**config.mk**
```make
export PLATFORM = sky130hd
export DESIGN_NAME = board_sysctl
export DESIGN_NICKNAME = d
export VERILOG_FILES = /design/src/rtl/board_sysctl.sv
export SDC_FILE = /design/constraint.sdc
export NUM_CORES = 1
export LEC_CHECK = 0
export ABC_AREA = 1
export CORE_MARGIN = 1.5
export CORE_UTILIZATION = 52
export DETAILED_ROUTE_END_ITERATION = 12
export GPL_TIMING_DRIVEN = 0
export PLACE_DENSITY_LB_ADDON = 0.12
export SETUP_SLACK_MARGIN = 0.02
export SLEW_MARGIN = 25
export SYNTH_ARGS = -nofsm -noshare
export SYNTH_HDL_FRONTEND = slang
export SYNTH_SLANG_ARGS = --single-unit
```
**constraint.sdc**
```tcl
create_clock -name clk_p -period 1.85 [get_ports clk_p]
set_input_delay 0.4625 -clock clk_p [delete_from_list [all_inputs] [get_ports clk_p]]
set_output_delay 0.4625 -clock clk_p [all_outputs]
set_load 0.05 [all_outputs]
```
**src/rtl/board_sysctl.sv**
```systemverilog
// Board system controller: SEL2 and startup registers on a Wishbone-style bus,
// shadow-ROM window decode with a delayed ack, and a 50 Hz timer with a
// debounced on/off button and a pending-interrupt level.
module board_sysctl #(
   parameter logic [15:0] STARTUP   = 16'o160005,
   parameter logic [15:0] REG_BASE  = 16'o177714,
   parameter int unsigned ROM_WAIT  = 2,
   parameter int unsigned TIMER_DIV = 2000000,
   parameter int unsigned DEB_LEN   = 2
) (
   input  logic        clk_p,
   input  logic        rst_n,
   input  logic [15:0] wb_adr_i,
   input  logic [15:0] wb_dat_i,
   output logic [15:0] wb_dat_o,
   input  logic        wb_cyc_i,
   input  logic        wb_stb_i,
   input  logic        wb_we_i,
   input  logic [1:0]  wb_sel_i,
   output logic        wb_ack_o,
   output logic        rom_stb_o,
   output logic        rom_ack_o,
   input  logic        timer_button,
   output logic        timer_status,
   output logic        timer_tick_o,
   output logic        timer_irq_o,
   input  logic        timer_iack_i
);

   localparam logic [15:0] START_ADR = REG_BASE + 16'd2;
   localparam logic [2:0]  ROM_LAST  = 3'(ROM_WAIT - 1);
   localparam logic [23:0] PRESC_MAX = 24'(TIMER_DIV - 1);

   typedef enum logic [1:0] {RegIdle, RegAck, RegHold} reg_st_e;
   typedef enum logic [1:0] {RomIdle, RomCount, RomAck} rom_st_e;

   reg_st_e r_reg_st, w_reg_st_d;
   rom_st_e r_rom_st, w_rom_st_d;

   logic [15:0]        r_sel2;
   logic [5:0]         r_start_bits;
   logic               r_armed;
   logic [2:0]         r_rom_cnt, w_rom_cnt_d;
   logic [23:0]        r_presc;
   logic               r_tick;
   logic               r_btn_meta, r_btn_sync;
   logic [DEB_LEN-1:0] r_deb;
   logic               r_latch;
   logic               r_status;
   logic               r_irq;

   logic        w_cycstb, w_hit_sel2, w_hit_start, w_hit;
   logic [15:0] w_startup;
   logic        w_rom_map;
   logic        w_unused_adr0;

   // Byte address bit 0 does not distinguish registers.
   assign w_unused_adr0 = wb_adr_i[0];

   assign w_cycstb    = wb_cyc_i & wb_stb_i;
   assign w_hit_sel2  = w_cycstb & (wb_adr_i[15:1] == REG_BASE[15:1]);
   assign w_hit_start = w_cycstb & (wb_adr_i[15:1] == START_ADR[15:1]);
   assign w_hit       = w_hit_sel2 | w_hit_start;
   assign w_startup   = {STARTUP[15:8], r_start_bits, STARTUP[1:0]};

   // Register handshake state; a strobe live across reset must drop before a new ack.
   always_ff @(posedge clk_p or negedge rst_n) begin
      if (!rst_n) begin
         r_reg_st <= RegIdle;
         r_armed  <= 1'b0;
      end else begin
         r_reg_st <= w_reg_st_d;
         if (!wb_stb_i) r_armed <= 1'b1;
      end
   end

   // Register handshake next state: one ack per strobe.
   always_comb begin
      w_reg_st_d = r_reg_st;
      unique case (r_reg_st)
         RegIdle: if (w_hit && r_armed) w_reg_st_d = RegAck;
         RegAck:  w_reg_st_d = RegHold;
         RegHold: if (!wb_stb_i) w_reg_st_d = RegIdle;
         default: w_reg_st_d = RegIdle;
      endcase
   end

   // Register handshake outputs: data only during the ack cycle.
   always_comb begin
      wb_ack_o = (r_reg_st == RegAck);
      wb_dat_o = 16'd0;
      if (wb_ack_o) begin
         if (w_hit_sel2)       wb_dat_o = r_sel2;
         else if (w_hit_start) wb_dat_o = w_startup;
      end
   end

   // Register writes land in the ack cycle, per enabled byte lane.
   always_ff @(posedge clk_p or negedge rst_n) begin
      if (!rst_n) begin
         r_sel2       <= 16'd0;
         r_start_bits <= STARTUP[7:2];
      end else if (r_reg_st == RegAck && wb_we_i) begin
         if (w_hit_sel2) begin
            if (wb_sel_i[0]) r_sel2[7:0]  <= wb_dat_i[7:0];
            if (wb_sel_i[1]) r_sel2[15:8] <= wb_dat_i[15:8];
         end
         if (w_hit_start && wb_sel_i[0]) r_start_bits <= wb_dat_i[7:2];
      end
   end

   // Shadow-ROM window decode; startup bits 2 and 3 enable the lower banks.
   always_comb begin
      w_rom_map = 1'b0;
      if (wb_adr_i[12:11] == 2'b00)
         w_rom_map = w_startup[2] | w_startup[3];
      if (wb_adr_i[12:11] == 2'b01 || wb_adr_i[12:11] == 2'b10)
         w_rom_map = w_startup[3];
      if (wb_adr_i[12:9] == 4'b1011)
         w_rom_map = 1'b1;
      rom_stb_o = w_cycstb & (wb_adr_i[15:13] == 3'b111) & w_rom_map;
   end

   // ROM ack state and wait counter.
   always_ff @(posedge clk_p or negedge rst_n) begin
      if (!rst_n) begin
         r_rom_st  <= RomIdle;
         r_rom_cnt <= 3'd0;
      end else begin
         r_rom_st  <= w_rom_st_d;
         r_rom_cnt <= w_rom_cnt_d;
      end
   end

   // ROM ack next state: count ROM_WAIT clocks, hold ack until the cycle ends.
   always_comb begin
      w_rom_st_d  = r_rom_st;
      w_rom_cnt_d = r_rom_cnt;
      unique case (r_rom_st)
         RomIdle: begin
            if (rom_stb_o) begin
               if (ROM_WAIT == 1) begin
                  w_rom_st_d = RomAck;
               end else begin
                  w_rom_st_d  = RomCount;
                  w_rom_cnt_d = 3'd1;
               end
            end
         end
         RomCount: begin
            if (!wb_cyc_i) begin
               w_rom_st_d  = RomIdle;
               w_rom_cnt_d = 3'd0;
            end else if (r_rom_cnt == ROM_LAST) begin
               w_rom_st_d = RomAck;
            end else begin
               w_rom_cnt_d = r_rom_cnt + 3'd1;
            end
         end
         RomAck: begin
            if (!wb_cyc_i) begin
               w_rom_st_d  = RomIdle;
               w_rom_cnt_d = 3'd0;
            end
         end
         default: begin
            w_rom_st_d  = RomIdle;
            w_rom_cnt_d = 3'd0;
         end
      endcase
   end

   // ROM ack output.
   always_comb begin
      rom_ack_o = (r_rom_st == RomAck);
   end

   // Free-running prescaler; tick is high for the clock following the wrap.
   always_ff @(posedge clk_p or negedge rst_n) begin
      if (!rst_n) begin
         r_presc <= 24'd0;
         r_tick  <= 1'b0;
      end else if (r_presc == PRESC_MAX) begin
         r_presc <= 24'd0;
         r_tick  <= 1'b1;
      end else begin
         r_presc <= r_presc + 24'd1;
         r_tick  <= 1'b0;
      end
   end

   // Button synchroniser and per-tick debounce shift register.
   always_ff @(posedge clk_p or negedge rst_n) begin
      if (!rst_n) begin
         r_btn_meta <= 1'b0;
         r_btn_sync <= 1'b0;
         r_deb      <= '0;
      end else begin
         r_btn_meta <= timer_button;
         r_btn_sync <= r_btn_meta;
         if (r_tick) r_deb <= {r_deb[DEB_LEN-2:0], r_btn_sync};
      end
   end

   // Toggle enable once per accepted press; latch re-arms on a stable release.
   always_ff @(posedge clk_p or negedge rst_n) begin
      if (!rst_n) begin
         r_status <= 1'b1;
         r_latch  <= 1'b0;
      end else if ((&r_deb) && !r_latch) begin
         r_status <= ~r_status;
         r_latch  <= 1'b1;
      end else if (~|r_deb) begin
         r_latch <= 1'b0;
      end
   end

   // Pending interrupt: a tick wins over a simultaneous acknowledge.
   always_ff @(posedge clk_p or negedge rst_n) begin
      if (!rst_n)            r_irq <= 1'b0;
      else if (!r_status)    r_irq <= 1'b0;
      else if (r_tick)       r_irq <= 1'b1;
      else if (timer_iack_i) r_irq <= 1'b0;
   end

   assign timer_status = r_status;
   assign timer_tick_o = r_tick;
   assign timer_irq_o  = r_irq;

endmodule
```
==> summary.md, run 1 <==
| Metric | Value |
|---|---|
| Synth area leader | dfrtp_1 |
| Clock Sinks | 62 |
| Crit path time final | 2.13 ns |
| Number of synthesized register bits | 62 |
| Clock share of power | 46.7% |
| 1st-iter DRT viols | 184 |
| Antenna Cells | 0 |
| Most used cell, CP | nor2_4 |
| Adder-cell area share of the yosys netlist | 2.22% |
| Vias | 3,223 |
| Cell Area, Placed | 4350 sq um |
| P_int | 0.00229 W |
| CTS root buffer | clkbuf_8 |
| Gpl congestion | 0.938 |
| Final Slew Violations | 0 |
| Worst slew pin tran | 0.483 ns |
| Via density | 5.13 |
| Largest family of logic cells by synthesized area | simple AND/OR/NAND/NOR gates |
| Finished Cell Area | 4940 sq um |
| Most common library cell in the layout ignoring fill and taps | nand2_1 |
| Met1 global-route usage | 29.1% |
| Grt peak-use layer | met2 |
| RSZ-0062 raised after global routing | yes |
| HP Class | reg -> reg |
| Netlist Area Pre-Place | 3380 sq um |
| Final WL | 9110 um |
| CTS max path bufs | 2 |
| Met3 GRT Util | 5.54% |
| Power Total | 0.00292 W |
| Final period util | 115% |
| Gate Count Post-Synth | 447 |
| Buffers on Ports | 61 |
| Most frequent cells in the layout | nand2_1 (128), dfrtp_1 (60), nor2_1 (52) |
| CTS buffer count | 9 |
| Share of cells above drive strength 1 | 31.2% |
| Die ar. | 6980 sq um |
| First-pass GRT wire length | 14,300 um |
| Initial antenna violation count | 0 |
| Largest net degree at the start of global routing | 51 |
| Core ar. | 6310 sq um |
| Vias in the first global route | 3,242 |
| Dpl hpwl | 5790 um |
| Post-route setup slack | -0.284 ns |
| Post-Synth XOR/XNOR Area | 3.11% |
| Post-place setup slack | -1.47 ns |
| DRC Markers | 0 |
| Initial Util | 53.5% |
| Boundary Pins | 63 |
| CP bufs+invs | 4 |
| H-tree levels | 3 |
| Failing checks | negative setup slack |
| Pleak | 2.42 nW |
| Syn. warnings | 0 |
| Synth top area share | 44.5% |
| Worst path cell trace | clkbuf_4, nand2_4, nor2_4, nand3_4, nor2_8, buf_12, inv_16, nor2_4, nor2_4, buf_6 |
| Combinational Power Share | 6.4% |
| Drt pass-1 iters | 5 |
| Simple-gate area share of the yosys netlist | 35.9% |
| Count of cell types in the netlist | 31 |
| GRT met2 Usage | 47.1% |
| Relative slew slack | 67.9% |
| CP Launch Type | input port |
| Number of max-cap violations | 0 |
| CTS tree | yes |
| Dominant cells by area after synthesis | dfrtp_1 (44%), nand2_1 (17%), nor2_1 (7.9%) |
| GRT Resource Usage Total | 25.8% |
| Crit Path Category | in -> out |
| Synth Area in Compound Gates | 6.04% |
| CP Max Fanout | 5 |
| Pwr dens | 591 nW/um^2 |
| Final Skew | 0.0155 ns |
| VDD IR max | 0.699 mV |
| Sw power | 0.000635 W |
| Seq/Total Area, Yosys | 46.0% |
| Status | complete, but fails checks |
| Slowest cell on the critical path | nor2_8 |
| Filler cells | 415 |
| Crit path max-delay family | simple AND/OR/NAND/NOR gates |
| Crit end category | output port |
| Worst-path clk slew | 0.07 ns |
| Arr. time, crit path | 1.67 ns |
| CP required | 1.39 ns |
| FF-to-FF setup slack | 0.10 ns |
| Final setup violation count | 17 |
| Sw Ratio | 21.7% |
| Sequential Area | 1550 sq um |
| Area grow syn2layout | 46.4% |
| Sequential power share | 46.8% |
| Mean Syn Cell Area | 7.55 sq um |
| Multi-input logic area | 1970 sq um |
| Die Y | 83.6 um |
| Largest stage delay, worst path | 0.18 ns |
| Row cnt | 29 |
| Mux cell area share after synthesis | 0% |
| Post-DRT Antenna Nets | 0 |
| Final hold viol count | 0 |
| Drt wl/cell | 14.5 um |
| Clk_lat worst skew | 0.35 ns |
| Post-Syn Nets | 494 |
| Grt total ovfl | 0 |
| Chip Width | 83.6 um |
| Final nets | 593 |
| Fmax achieved | 0.469 GHz |
==> worst register-to-register path, cell delays in order, from the launching register on <==
cell and delay, ns:
dfrtp_1 0.36, inv_1 0.09, nor2_4 0.20, buf_4 0.15
buf_4 0.10, nand2_1 0.12, nor2_4 0.25, nand2_2 0.19
nand2_1 0.11, nand2_1 0.05
==> flip-flops by register name, summed over array words and instances (netlist names) <==
name / cells
r_presc: 24
r_sel2: 16
r_start_bits: 6
r_rom_cnt: 3
r_deb: 2
r_reg_st: 2
r_rom_st: 2
r_armed: 1
r_btn_meta: 1
r_btn_sync: 1
r_latch: 1
timer_irq_o: 1
timer_status: 1
timer_tick_o: 1
==> cells by family (layout without fill, tap and decap cells) <==
group	Yosys count	in the layout
simple gates	281	282
compound gates	31	31
fa+ha+maj	6	6
xor+xnor	12	12
buf+inv	55	158
flops	62	62
==> layer usage <==
layer	vias to the layer above	share of wire (%)
met2	87	53
met3	25	4.4
li1	1591	-
met4	0	3.1
met5	-	0
met1	1520	39
==> stage by stage <==
stage | utilization [%] | instances | hold WS, ns | setup TNS, ns
after floorplan | - | 447 | 0.167 | -1.26
after global placement | 68.5 | 585 | 0.335 | -134.25
after detailed placement | 68.8 | 586 | 0.330 | -33.62
after CTS | 76.7 | 622 | 0.346 | -3.22
after global routing | 78.3 | 628 | 0.365 | -5.07
final | 78.3 | 628 | 0.359 | -4.14
==> power by group through the flow <==
| stage | logic (W) | registers (W) | clock network (W) |
|---|---|---|---|
| floorplan | 0.0000419 | 0.00139 | 0 |
| global placement | 0.000161 | 0.00139 | 0 |
| detailed placement | 0.000170 | 0.00139 | 0 |
| CTS | 0.000176 | 0.00137 | 0.00138 |
| global route | 0.000206 | 0.00137 | 0.00145 |
| finish | 0.000189 | 0.00137 | 0.00137 |
==> cell usage after synthesis <==
cell type and n:
dfstp_2 2, nand2_1 150, nand2_4 1, nand3_1 27, or2_2 3, o21ai_2 12, inv_1 51, o21a_1 1
xnor2_1 2, a21oi_1 11, inv_2 1, buf_4 1, nand3_4 1, nor2b_1 1, nor3_1 4, nor2_2 5
nor2_8 1, nand4_1 5, and3_1 1, nand2_2 3, xor2_1 10, ha_1 6, nor3b_1 1, buf_6 2
or2_0 1, nor2_1 71, nand3b_1 4, nor2_4 2, dfrtp_1 60, o21ai_0 6, o22ai_1 1
==> final timing paths <==
kind | startpoint | endpoint | depth (start not counted)
setup reg to reg | r_reg_st[0]$_DFFE_PN0P_ | r_sel2[15]$_DFFE_PN0P_ | 9
max in group asynchronous | rst_n | timer_status$_DFFE_PN1P_ | 3
hold / removal | r_btn_meta$_DFF_PN0_ | r_btn_sync$_DFF_PN0_ | 0
setup / recovery | wb_stb_i | wb_dat_o[15] | 10
min in group asynchronous | rst_n | r_sel2[2]$_DFFE_PN0P_ | 2
hold reg to reg | r_btn_meta$_DFF_PN0_ | r_btn_sync$_DFF_PN0_ | 0
==> layout make-up <==
type	count	share of cell area, %
timing repair inverter	1	0.228
multi-input combinational	331	39.9
inverter	52	4.41
buffer	3	0.608
tap	77	1.95
sequential	62	31.4
timing repair buffer	86	16.9
clock buffer	12	3.14
clock inverter	4	1.42
==> what timing repair did <==
item / in CTS / in global routing
setup buffers: 18 / 5
gates resized for setup: 224 / 28
cloned: 1 / 1
hold endpoints to repair: 11 / 0
pin swaps: 24 / 18
hold buffers: 1 / 0
endpoints found under the setup margin: 50 / 29
(Power assumes the default switching activity.)
==> inputs of run 2 (changes only) <==
--- a/config.mk
+++ b/config.mk
@@ -10,6 +10,7 @@
 export CORE_UTILIZATION = 52
 export DETAILED_ROUTE_END_ITERATION = 12
 export GPL_TIMING_DRIVEN = 0
+export MAX_ROUTING_LAYER = met4
 export PLACE_DENSITY_LB_ADDON = 0.12
 export SETUP_SLACK_MARGIN = 0.02
 export SLEW_MARGIN = 25
==> run 2 against run 1 <==
  * Critical path depth down 1
  * Worst setup slack better by 0.015 ns
  * Highest routed layer unchanged
  * Clock-buffer cell count up 1
  * Via count is 0.34% lower
  * Flip-flop and latch count unchanged
  * Combinational power decreased by 8%
  * The flow still finishes with violations (negative setup slack)
  * Cell count down 0.16%
  * Non-clock buffer count fell by 2
==> summary.md, run 2 (same netlist as run 1, synthesis figures left out) <==
| Metric | Value |
|---|---|
| Final WL | 8490 um (-6.8%) |
| Pleak | 2.34 nW (-3.3%) |
| Post-DRT Antenna Nets | 0 (unchanged) |
| CP required | 1.39 ns (about the same) |
| Worst slew pin tran | 0.485 ns (+0.00196 ns) |
| Final Slew Violations | 0 (unchanged) |
| CTS buffer count | 9 (unchanged) |
| DRC Markers | 0 (unchanged) |
| Buffers on Ports | 61 (unchanged) |
| HP Class | reg -> reg |
| CP bufs+invs | 3 (-1) |
| Vias | 3,212 (-0.34%) |
| Boundary Pins | 63 (unchanged) |
| Combinational Power Share | 5.7% (-0.7 points) |
| H-tree levels | 3 (unchanged) |
| Area grow syn2layout | 44.7% |
| Post-place setup slack | -1.48 ns (-0.00930 ns) |
| FF-to-FF setup slack | 0.17 ns (+0.07 ns) |
| Final period util | 115% (-0.83 points) |
| Biggest regs | r_presc: 24 flops, r_sel2: 16 flops, r_start_bits: 6 flops |
| Initial Util | 53.5% (unchanged) |
| RSZ-0062 raised after global routing | yes |
| Antenna Cells | 0 (unchanged) |
| Sw power | 0.000611 W (-3.7%) |
| CTS root buffer | clkbuf_8 |
| Drt wl/cell | 13.5 um (-6.7%) |
| Number of max-cap violations | 0 (unchanged) |
| Grt total ovfl | 0 (unchanged) |
| Worst-path clk slew | 0.07 ns (about the same) |
| Core ar. | 6310 sq um (unchanged) |
| CP Launch Type | input port |
| Most common library cell in the layout ignoring fill and taps | nand2_1 |
| Chip Width | 83.6 um (unchanged) |
| Final nets | 592 (-0.17%) |
| Final hold viol count | 0 (unchanged) |
| Clock share of power | 49.8% (+3.1 points) |
| Worst path cell trace | buf_2, nand2_2, nor2_4, nand3_4, nor2_8, buf_4, nand2_2, a21oi_4, buf_6 |
| Most frequent cells in the layout | nand2_1 (134), dfrtp_1 (60), nor2_1 (51) |
| Most used cell, CP | nand2_2 |
| Via density | 5.12 (-0.18%) |
| VDD IR max | 0.668 mV (-4.4%) |
| Sequential power share | 44.6% (-2.2 points) |
| Slowest cell on the critical path | nor2_8 |
| Status | complete, but fails checks |
| Crit end category | output port |
| Dpl hpwl | 5760 um (-0.52%) |
| Row cnt | 29 (unchanged) |
| Clock Sinks | 62 (unchanged) |
| Gpl congestion | 0.938 (about the same) |
| Failing checks | negative setup slack |
| Arr. time, crit path | 1.66 ns (about the same) |
| Max FFs per register | 24 (unchanged) |
| Share of cells above drive strength 1 | 29.3% (-1.9 points) |
| Initial antenna violation count | 0 (unchanged) |
| CTS max path bufs | 2 (unchanged) |
| CP Max Fanout | 4 (-1) |
| Die ar. | 6980 sq um (unchanged) |
| Crit path max-delay family | simple AND/OR/NAND/NOR gates |
| Crit path time final | 2.12 ns (-0.0153 ns) |
| Pwr dens | 629 nW/um^2 (+6.3%) |
| Reg with most FFs | r_presc |
| Finished Cell Area | 4880 sq um (-1.2%) |
| First-pass GRT wire length | 14,100 um (-1.5%) |
| Sw Ratio | 19.9% (-1.8 points) |
| Cell Area, Placed | 4350 sq um (unchanged) |
| Drt pass-1 iters | 4 (-1) |
| 1st-iter DRT viols | 144 (-22%) |
| Die Y | 83.6 um (unchanged) |
| GRT Resource Usage Total | 26.2% (+0.43 points) |
| Final setup violation count | 17 (unchanged) |
| Largest stage delay, worst path | 0.19 ns (about the same) |
| Clk_lat worst skew | 0.35 ns (about the same) |
| Largest net degree at the start of global routing | 50 (-2.0%) |
| Setup TNS | -3.71 ns (+0.429 ns) |
| Vias in the first global route | 3,194 (-1.5%) |
| Crit Path Category | in -> out |
| CTS tree | yes |
| Fmax achieved | 0.472 GHz (+0.72%) |
| Post-route setup slack | -0.268 ns (+0.0153 ns) |
| Relative slew slack | 67.8% (-0.13 points) |
| Final core occ | 77.3% (-0.93 points) |
| Final Skew | 0.0146 ns (-0.000883 ns) |
| Hold_ws | 0.360 ns (+0.000740 ns) |
| P_int | 0.00246 W (+7.5%) |
[run 2: power groups by stage]
| stage | combinational, W | sequential [W] | clock, W |
|---|---|---|---|
| after floorplan | 0.0000419 | 0.00139 | 0 |
| after global placement | 0.000161 | 0.00139 | 0 |
| after detailed placement | 0.000170 | 0.00139 | 0 |
| after CTS | 0.000174 | 0.00137 | 0.00156 |
| after global routing | 0.000193 | 0.00137 | 0.00161 |
| final | 0.000174 | 0.00137 | 0.00153 |
[run 2: per-stage QoR]
step | power (W) | cells
5_1_grt | 0.00317 | 627
3_5_place_dp | 0.00156 | 586
4_1_cts | 0.00310 | 620
6_report | 0.00307 | 627
3_3_place_gp | 0.00155 | 585
2_1_floorplan | 0.00143 | 447
[run 2: per-layer routing]
layer | track usage [%] | vias to the layer above | wire (um)
met3 | 5.14 | 22 | 371
met4 | 11.3 | 0 | 233
met1 | 29.4 | 1519 | 3380
li1 | - | 1587 | -
met5 | - | - | 0
met2 | 45.5 | 84 | 4500
[run 2: final cells by class]
type | count | area (sq um)
Timing Repair inverter | 1 | 11.3
Fill cell | 430 | 1430
Clock inverter | 3 | 90.1
Buffer | 3 | 30.0
Inverter | 52 | 206
Tap cell | 77 | 96.3
Sequential cell | 62 | 1550
Timing Repair Buffer | 84 | 811
Clock buffer | 13 | 169
Multi-Input combinational cell | 332 | 1920
[run 2: worst register-to-register path, stage by stage (launching register included)]
cell and delay [ns]:
dfrtp_1 0.43, nor2_4 0.20, buf_4 0.16, nand2_1 0.07, nor2_2 0.27, nand2_4 0.12, buf_6 0.16, nand2_1 0.09
o21ai_2 0.06
[run 2: timing repair]
| action | in CTS | in global routing |
|---|---|---|
| buffers inserted | 15 | 6 |
| pin swaps | 23 | 8 |
| hold endpoints to repair | 12 | 0 |
| setup endpoints to repair | 44 | 27 |
| cloned | 2 | 1 |
| hold buffers | 1 | 0 |
| resized for setup | 213 | 16 |
[run 2: worst paths after layout]
check / start / to / cells after the start
setup / recovery: wb_stb_i / wb_dat_o[6] / 9
max in group asynchronous: rst_n / timer_status$_DFFE_PN1P_ / 3
hold / removal: r_btn_meta$_DFF_PN0_ / r_btn_sync$_DFF_PN0_ / 0
setup reg to reg: r_reg_st[1]$_DFFE_PN0P_ / r_sel2[6]$_DFFE_PN0P_ / 8
hold reg to reg: r_btn_meta$_DFF_PN0_ / r_btn_sync$_DFF_PN0_ / 0
min in group asynchronous: rst_n / r_sel2[2]$_DFFE_PN0P_ / 2
